===== config.mk =====
export PLATFORM = sky130hd
export DESIGN_NAME = dmem_ctrl_flat
export DESIGN_NICKNAME = d
export VERILOG_FILES = /design/src/rtl/dmem_pkg.sv /design/src/rtl/dmem_ctrl_if.sv /design/src/rtl/dmem_timeout.sv /design/src/rtl/dmem_ctrl.sv /design/src/flat_wrapper.sv
export SDC_FILE = /design/constraint.sdc
export NUM_CORES = 1
export LEC_CHECK = 0
export BUFFER_PORTS_ARGS = -buffer_cell sky130_fd_sc_hd__buf_2
export CAP_MARGIN = 10
export CORE_UTILIZATION = 41
export DETAILED_ROUTE_END_ITERATION = 16
export PLACE_DENSITY_LB_ADDON = 0.15
export RECOVER_POWER = 50
export SYNTH_ARGS = -nofsm -noshare
export SYNTH_HDL_FRONTEND = slang
export SYNTH_HIERARCHICAL = 1
export SYNTH_SLANG_ARGS = --single-unit

===== constraint.sdc =====
create_clock -name clk -period 1.45 [get_ports clk]
set_input_delay 0.0725 -clock clk [delete_from_list [all_inputs] [get_ports clk]]
set_output_delay 0.0725 -clock clk [all_outputs]
set_load 0.03 [all_outputs]

===== src/rtl/dmem_pkg.sv =====
// Shared types and constants for the MEM-stage data-memory controller.
package dmem_pkg;

  typedef enum logic [1:0] {
    IDLE,
    REQ,
    WAIT,
    DONE
  } dmem_state_e;

  localparam logic [31:0] DMEM_ERR_DATA = 32'hDEAD_BEEF;

  typedef struct packed {
    logic        we;
    logic [31:0] addr;
    logic [31:0] wdata;
    logic [3:0]  be;
  } dmem_req_t;

  function automatic logic [31:0] word_addr(input logic [31:0] a);
    return a & 32'hFFFF_FFFC;
  endfunction

endpackage


===== src/rtl/dmem_ctrl_if.sv =====
// Valid/ready data-bus bundle between the MEM-stage controller (master) and memory (slave).
interface dmem_ctrl_if;
  logic        req_valid;
  logic        req_ready;
  logic        req_we;
  logic [31:0] req_addr;
  logic [31:0] req_wdata;
  logic [3:0]  req_be;
  logic        resp_valid;
  logic [31:0] resp_rdata;

  modport master (
    output req_valid, req_we, req_addr, req_wdata, req_be,
    input  req_ready, resp_valid, resp_rdata
  );

  modport slave (
    input  req_valid, req_we, req_addr, req_wdata, req_be,
    output req_ready, resp_valid, resp_rdata
  );
endinterface


===== src/rtl/dmem_timeout.sv =====
// Response watchdog: cleared on entry to WAIT, counts WAIT cycles, flags the last permitted one.
module dmem_timeout #(
  parameter int unsigned LIMIT = 255
) (
  input  logic clk,
  input  logic rst_n,
  input  logic clr,
  input  logic en,
  output logic expired
);

  localparam int unsigned W = (LIMIT < 2) ? 1 : $clog2(LIMIT + 1);

  logic [W-1:0] r_cnt;

  always_ff @(posedge clk) begin
    if (!rst_n) begin
      r_cnt <= '0;
    end else if (clr) begin
      r_cnt <= '0;
    end else if (en) begin
      r_cnt <= r_cnt + 1'b1;
    end
  end

  // r_cnt counts completed WAIT cycles, so LIMIT-1 marks the LIMIT-th one
  assign expired = en && (r_cnt == W'(LIMIT - 1));

endmodule


===== src/rtl/dmem_ctrl.sv =====
// MEM-stage data-memory access controller; stalls the pipeline around one bus access.
// Optional response watchdog and bus_err_MEM output enabled by DMEM_TIMEOUT_EN.
module dmem_ctrl
  import dmem_pkg::*;
#(
  parameter int unsigned TIMEOUT_CYCLES = 255
) (
  input  logic        clk,
  input  logic        rst_n,
  input  logic        mem_read_MEM,
  input  logic        mem_write_MEM,
  input  logic [31:0] addr_MEM,
  input  logic [31:0] wdata_MEM,
  input  logic [3:0]  be_MEM,
  output logic        mem_stall_MEM,
  output logic [31:0] rdata_MEM,
`ifdef DMEM_TIMEOUT_EN
  output logic        bus_err_MEM,
`endif
  dmem_ctrl_if.master bus
);

  dmem_state_e r_state;
  dmem_req_t   r_req;
  logic        r_req_valid;
  logic [31:0] r_rdata;
  logic        w_op;
  logic        w_stall;

  assign w_op = mem_read_MEM | mem_write_MEM;

`ifdef DMEM_TIMEOUT_EN
  logic r_bus_err;
  logic w_expired;

  dmem_timeout #(.LIMIT(TIMEOUT_CYCLES)) u_timeout (
    .clk     (clk),
    .rst_n   (rst_n),
    .clr     ((r_state == REQ) && bus.req_ready),
    .en      (r_state == WAIT),
    .expired (w_expired)
  );

  assign bus_err_MEM = r_bus_err;
`endif

  always_ff @(posedge clk) begin
    if (!rst_n) begin
      r_state     <= IDLE;
      r_req       <= '0;
      r_req_valid <= 1'b0;
      r_rdata     <= '0;
`ifdef DMEM_TIMEOUT_EN
      r_bus_err   <= 1'b0;
`endif
    end else begin
      case (r_state)
        IDLE: begin
          if (w_op) begin
            r_req <= '{we:    mem_write_MEM,
                       addr:  word_addr(addr_MEM),
                       wdata: wdata_MEM,
                       be:    be_MEM};
            r_req_valid <= 1'b1;
            r_state     <= REQ;
          end
        end
        REQ: begin
          if (bus.req_ready) begin
            r_req_valid <= 1'b0;
            r_state     <= WAIT;
          end
        end
        WAIT: begin
          // a response on the watchdog's last cycle still completes normally
          if (bus.resp_valid) begin
            if (!r_req.we) begin
              r_rdata <= bus.resp_rdata;
            end
            r_state <= DONE;
          end
`ifdef DMEM_TIMEOUT_EN
          else if (w_expired) begin
            r_rdata   <= DMEM_ERR_DATA;
            r_bus_err <= 1'b1;
            r_state   <= DONE;
          end
`endif
        end
        DONE: begin
`ifdef DMEM_TIMEOUT_EN
          r_bus_err <= 1'b0;
`endif
          r_state <= IDLE;
        end
        default: r_state <= IDLE;
      endcase
    end
  end

  // while reset is held the state register is meaningless; only a present op stalls
  always_comb begin
    w_stall = 1'b0;
    if (!rst_n) begin
      w_stall = w_op;
    end else begin
      case (r_state)
        IDLE:      w_stall = w_op;
        REQ, WAIT: w_stall = 1'b1;
        default:   w_stall = 1'b0;
      endcase
    end
  end

  assign mem_stall_MEM = w_stall;
  assign rdata_MEM     = r_rdata;
  assign bus.req_valid = r_req_valid;
  assign bus.req_we    = r_req.we;
  assign bus.req_addr  = r_req.addr;
  assign bus.req_wdata = r_req.wdata;
  assign bus.req_be    = r_req.be;

endmodule


===== src/flat_wrapper.sv =====
// flat-port wrapper written by rule: the top's interface ports become plain ports
module dmem_ctrl_flat import dmem_pkg::*;
#(
  parameter int unsigned TIMEOUT_CYCLES = 255
)
  (clk, rst_n, mem_read_MEM, mem_write_MEM, addr_MEM, wdata_MEM, be_MEM, mem_stall_MEM, rdata_MEM, bus_req_valid, bus_req_we, bus_req_addr, bus_req_wdata, bus_req_be, bus_req_ready, bus_resp_valid, bus_resp_rdata);
  dmem_ctrl_if bus_i ();
  input  logic clk;
  input  logic rst_n;
  input  logic mem_read_MEM;
  input  logic mem_write_MEM;
  input  logic [31:0] addr_MEM;
  input  logic [31:0] wdata_MEM;
  input  logic [3:0] be_MEM;
  output logic mem_stall_MEM;
  output logic [31:0] rdata_MEM;
  output wire logic [$bits(bus_i.req_valid)-1:0] bus_req_valid;
  output wire logic [$bits(bus_i.req_we)-1:0] bus_req_we;
  output wire logic [$bits(bus_i.req_addr)-1:0] bus_req_addr;
  output wire logic [$bits(bus_i.req_wdata)-1:0] bus_req_wdata;
  output wire logic [$bits(bus_i.req_be)-1:0] bus_req_be;
  input wire logic [$bits(bus_i.req_ready)-1:0] bus_req_ready;
  input wire logic [$bits(bus_i.resp_valid)-1:0] bus_resp_valid;
  input wire logic [$bits(bus_i.resp_rdata)-1:0] bus_resp_rdata;
  assign bus_req_valid = bus_i.req_valid;
  assign bus_req_we = bus_i.req_we;
  assign bus_req_addr = bus_i.req_addr;
  assign bus_req_wdata = bus_i.req_wdata;
  assign bus_req_be = bus_i.req_be;
  assign bus_i.req_ready = bus_req_ready;
  assign bus_i.resp_valid = bus_resp_valid;
  assign bus_i.resp_rdata = bus_resp_rdata;
  dmem_ctrl #(.TIMEOUT_CYCLES(TIMEOUT_CYCLES)) u_core (.clk(clk), .rst_n(rst_n), .mem_read_MEM(mem_read_MEM), .mem_write_MEM(mem_write_MEM), .addr_MEM(addr_MEM), .wdata_MEM(wdata_MEM), .be_MEM(be_MEM), .mem_stall_MEM(mem_stall_MEM), .rdata_MEM(rdata_MEM), .bus(bus_i));
endmodule

==> results.json <==
{
  "r2r-start": "u_core/r_state[1]",
  "hold_path_depth": 3,
  "slew_violations": 0,
  "num_rows": 35,
  "yosysUniqueCellTypes": 28,
  "drt.antenna.violating_nets": 0,
  "first_global_vias": 4014,
  "grt_pass1_wl_mm": 18.81,
  "async_flop_share_pct": 0,
  "synth_flop_cell": "dfxtp_1",
  "synth_area_sq_mm": 0.004005,
  "routed_wl_mm": 12.58,
  "drcViolationCount": 0,
  "syn-instance-count": 461,
  "switching_share_pct": 41.50,
  "violations": "negative setup slack",
  "power_frac_comb_pct": 49.9,
  "synth.largest_area_cell": "dfxtp_1",
  "dr_total_vias": 4206,
  "r2r-end": "u_core/rdata_MEM[27]",
  "rsz0062_at_grt": "true",
  "finClkSkew_ns": 0.01429,
  "critical_path_class": "in2out",
  "grt_usage_pct": 23.40,
  "layout-drive-gt1-share_pct": 27.20,
  "status": "finished with violations",
  "seqPwrFrac_pct": 33.4,
  "ys_seq_area_share_pct": 50.98,
  "crit_path_start_kind": "primary input",
  "grt_max_degree": 52,
  "rrSetupSlack_ns": 0.01,
  "ir_drop_mv": 0.7629,
  "multi_input_area_sq_mm": 0.001824,
  "final_cells": 901,
  "clkPwrFrac_pct": 16.8,
  "placeableCoreArea_sq_mm": 0.009371,
  "die_x_um": 100.8,
  "p_sw_mw": 4.567,
  "dp_slack_ns": -0.07191,
  "synth-edff-count": 0,
  "end_kind": "output pin",
  "clock_sinks": 102,
  "clk_pin_slew_ns": 0.10,
  "cts_buffers": 9,
  "clockBufferDepth": 2,
  "ys_top_cells_by_count": "191 x nand2_1, 102 x dfxtp_1, 83 x a21boi_1",
  "wl_per_cell_um": 13.96,
  "cp.required_ns": 1.38,
  "placed_cells": 773,
  "worst_ep_arrival_time_ns": 1.39,
  "worstRegToRegCells": 7,
  "p_int_mw": 6.438,
  "critPathMaxFanout": 5,
  "overflow": 0,
  "yosysMostFrequentCell": "nand2_1",
  "place_congestion": 0.7500,
  "timing.final.setup_violations": 1,
  "min_from": "rst_n",
  "antenna_found_initial": 0,
  "clockRootBuffer": "clkbuf_8",
  "diodes": 0,
  "synth_top_cell_area_share_pct": 50.98,
  "hpwl_mm": 7.123,
  "fin_crit_sh_pct": 101.1,
  "start_util_pct": 42.74,
  "cts.htree.levels": 3,
  "die-area_sq_mm": 0.01017,
  "firstDrtPassIters": 6,
  "nets": 879,
  "drt_iter0_markers": 148,
  "vias_per_cell": 4.668,
  "cts_tree": "built",
  "numPortBuffers": 204,
  "avgSynthCellArea_sq_um": 8.688,
  "pin_count": 209,
  "num-fill-cells": 775,
  "synthTopCellsByArea": "dfxtp_1 51%, nand2_1 18%, a21boi_1 16%, a21boi_2 2.8%, ha_1 1.6%",
  "powerDensity_mw_per_mm2": 1678,
  "area_growth_pct": 63.79,
  "layout_setup_ws_ns": -0.01628,
  "hp-class": "in2reg",
  "p_leak_nw": 2.806,
  "yosysWarningCount": 6,
  "finalHoldViolCount": 0,
  "register_area_sq_mm": 0.002044,
  "fmax_ghz": 0.6820,
  "ys_seq_elements": 102,
  "clk_latency_ns": 0.35,
  "drv_cap": 0,
  "die_y_um": 100.8,
  "whs_endpoint": "u_core/bus.req_valid",
  "post-route-min-period_ns": 1.466
}
## kinds of logic after synthesis
logic type / after synthesis / share of synthesized area [%]
simple gates: 206 / 20.21
compound gates: 108 / 21.77
flops: 102 / 50.98
buf+inv: 38 / 5.123
fa+ha+maj: 5 / 1.562
mux: 1 / 0.2499
other cells: 1 / 0.09363
## cell usage in the layout, fill, tap and decap left out, types with 2 or more instances in the layout
cell | netlist | layout
a21boi_0 | 6 | 3
a21boi_1 | 83 | 84
a21boi_2 | 10 | 12
buf_12 | 0 | 9
buf_2 | 11 | 132
buf_4 | 6 | 10
buf_6 | 2 | 2
clkbuf_1 | 14 | 71
clkbuf_16 | 0 | 3
clkbuf_8 | 0 | 11
conb_1 | 1 | 2
dfxtp_1 | 102 | 100
dfxtp_2 | 0 | 2
dlygate4sd3_1 | 0 | 100
ha_1 | 5 | 2
ha_2 | 0 | 2
inv_1 | 4 | 2
inv_2 | 0 | 2
nand2_1 | 191 | 191
nand2_2 | 10 | 10
nor2_1 | 2 | 2
## routing by layer
metal / wire length (um) / GRT usage [%]
met5: 0 / 0
met4: 188 / 8.584
met3: 877 / 7.004
met2: 6037 / 41.62
met1: 5472 / 26.37
## worst max-delay path, cell delays in order
cell           delay [ns]
dlygate4sd3_1        0.54
buf_2                0.18
nor2_1               0.32
o22ai_2              0.12
buf_6                0.15
## worst max-delay path by stage
stage                                  from             endpoint
after global routing      u_core/r_state[0]        mem_stall_MEM
final                         mem_write_MEM        mem_stall_MEM
after floorplan           u_core/r_state[0]        mem_stall_MEM
after CTS                 u_core/r_state[0]        mem_stall_MEM
after detailed placement  u_core/r_state[0]  u_core/rdata_MEM[0]
after global placement    u_core/r_state[1]    u_core/r_state[0]
## through the flow
step | TNS [ns] | hold WS, ns | util (%) | power, mW | cell area (sq um)
after detailed placement | -0.1246 | 0.3155 | 55.67 | 8.334 | 5218
final | -0.01628 | 0.1110 | 70.00 | 11.01 | 6560
after global routing | -1.384 | 0.1065 | 70.00 | 11.65 | 6560
after global placement | 0 | 0.3110 | 55.67 | 8.215 | 5218
after CTS | -0.1161 | 0.05998 | 69.40 | 10.60 | 6504
after floorplan | 0 | 0.1929 | - | 6.928 | 4028
## layout make-up
type | instances | area share, %
Timing Repair Buffer | 328 | 35.19
Sequential cell | 102 | 31.17
Multi-Input combinational cell | 323 | 27.81
Tap cell | 129 | 2.460
Clock buffer | 11 | 2.308
Clock inverter | 4 | 0.8392
Inverter | 4 | 0.2289
## what timing repair did
action	in CTS	in global routing
setup buffers	4	3
gates resized for setup	9	9
endpoints found under the setup margin	7	68
hold buffers	100	0
pin swaps	2	14
cloned	1	5
endpoints found under the hold margin	100	0
## flip-flops by register name, summed over array words and instances (netlist names)
register / count
u_core/bus.req_addr: 30
u_core/bus.req_valid: 1
u_core/r_state: 2
u_core/rdata_MEM: 32
u_core/bus.req_wdata: 32
u_core/bus.req_we: 1
u_core/bus.req_be: 4
## power groups by stage
stage | clock (mW) | combinational (mW) | sequential [mW]
after floorplan | 0 | 2.16 | 4.77
after global placement | 0 | 4.53 | 3.68
after detailed placement | 0 | 4.61 | 3.72
after CTS | 1.91 | 5.04 | 3.65
after global routing | 2.01 | 5.91 | 3.74
final | 1.85 | 5.49 | 3.67
Note: power is estimated with default switching activity, not from simulation.
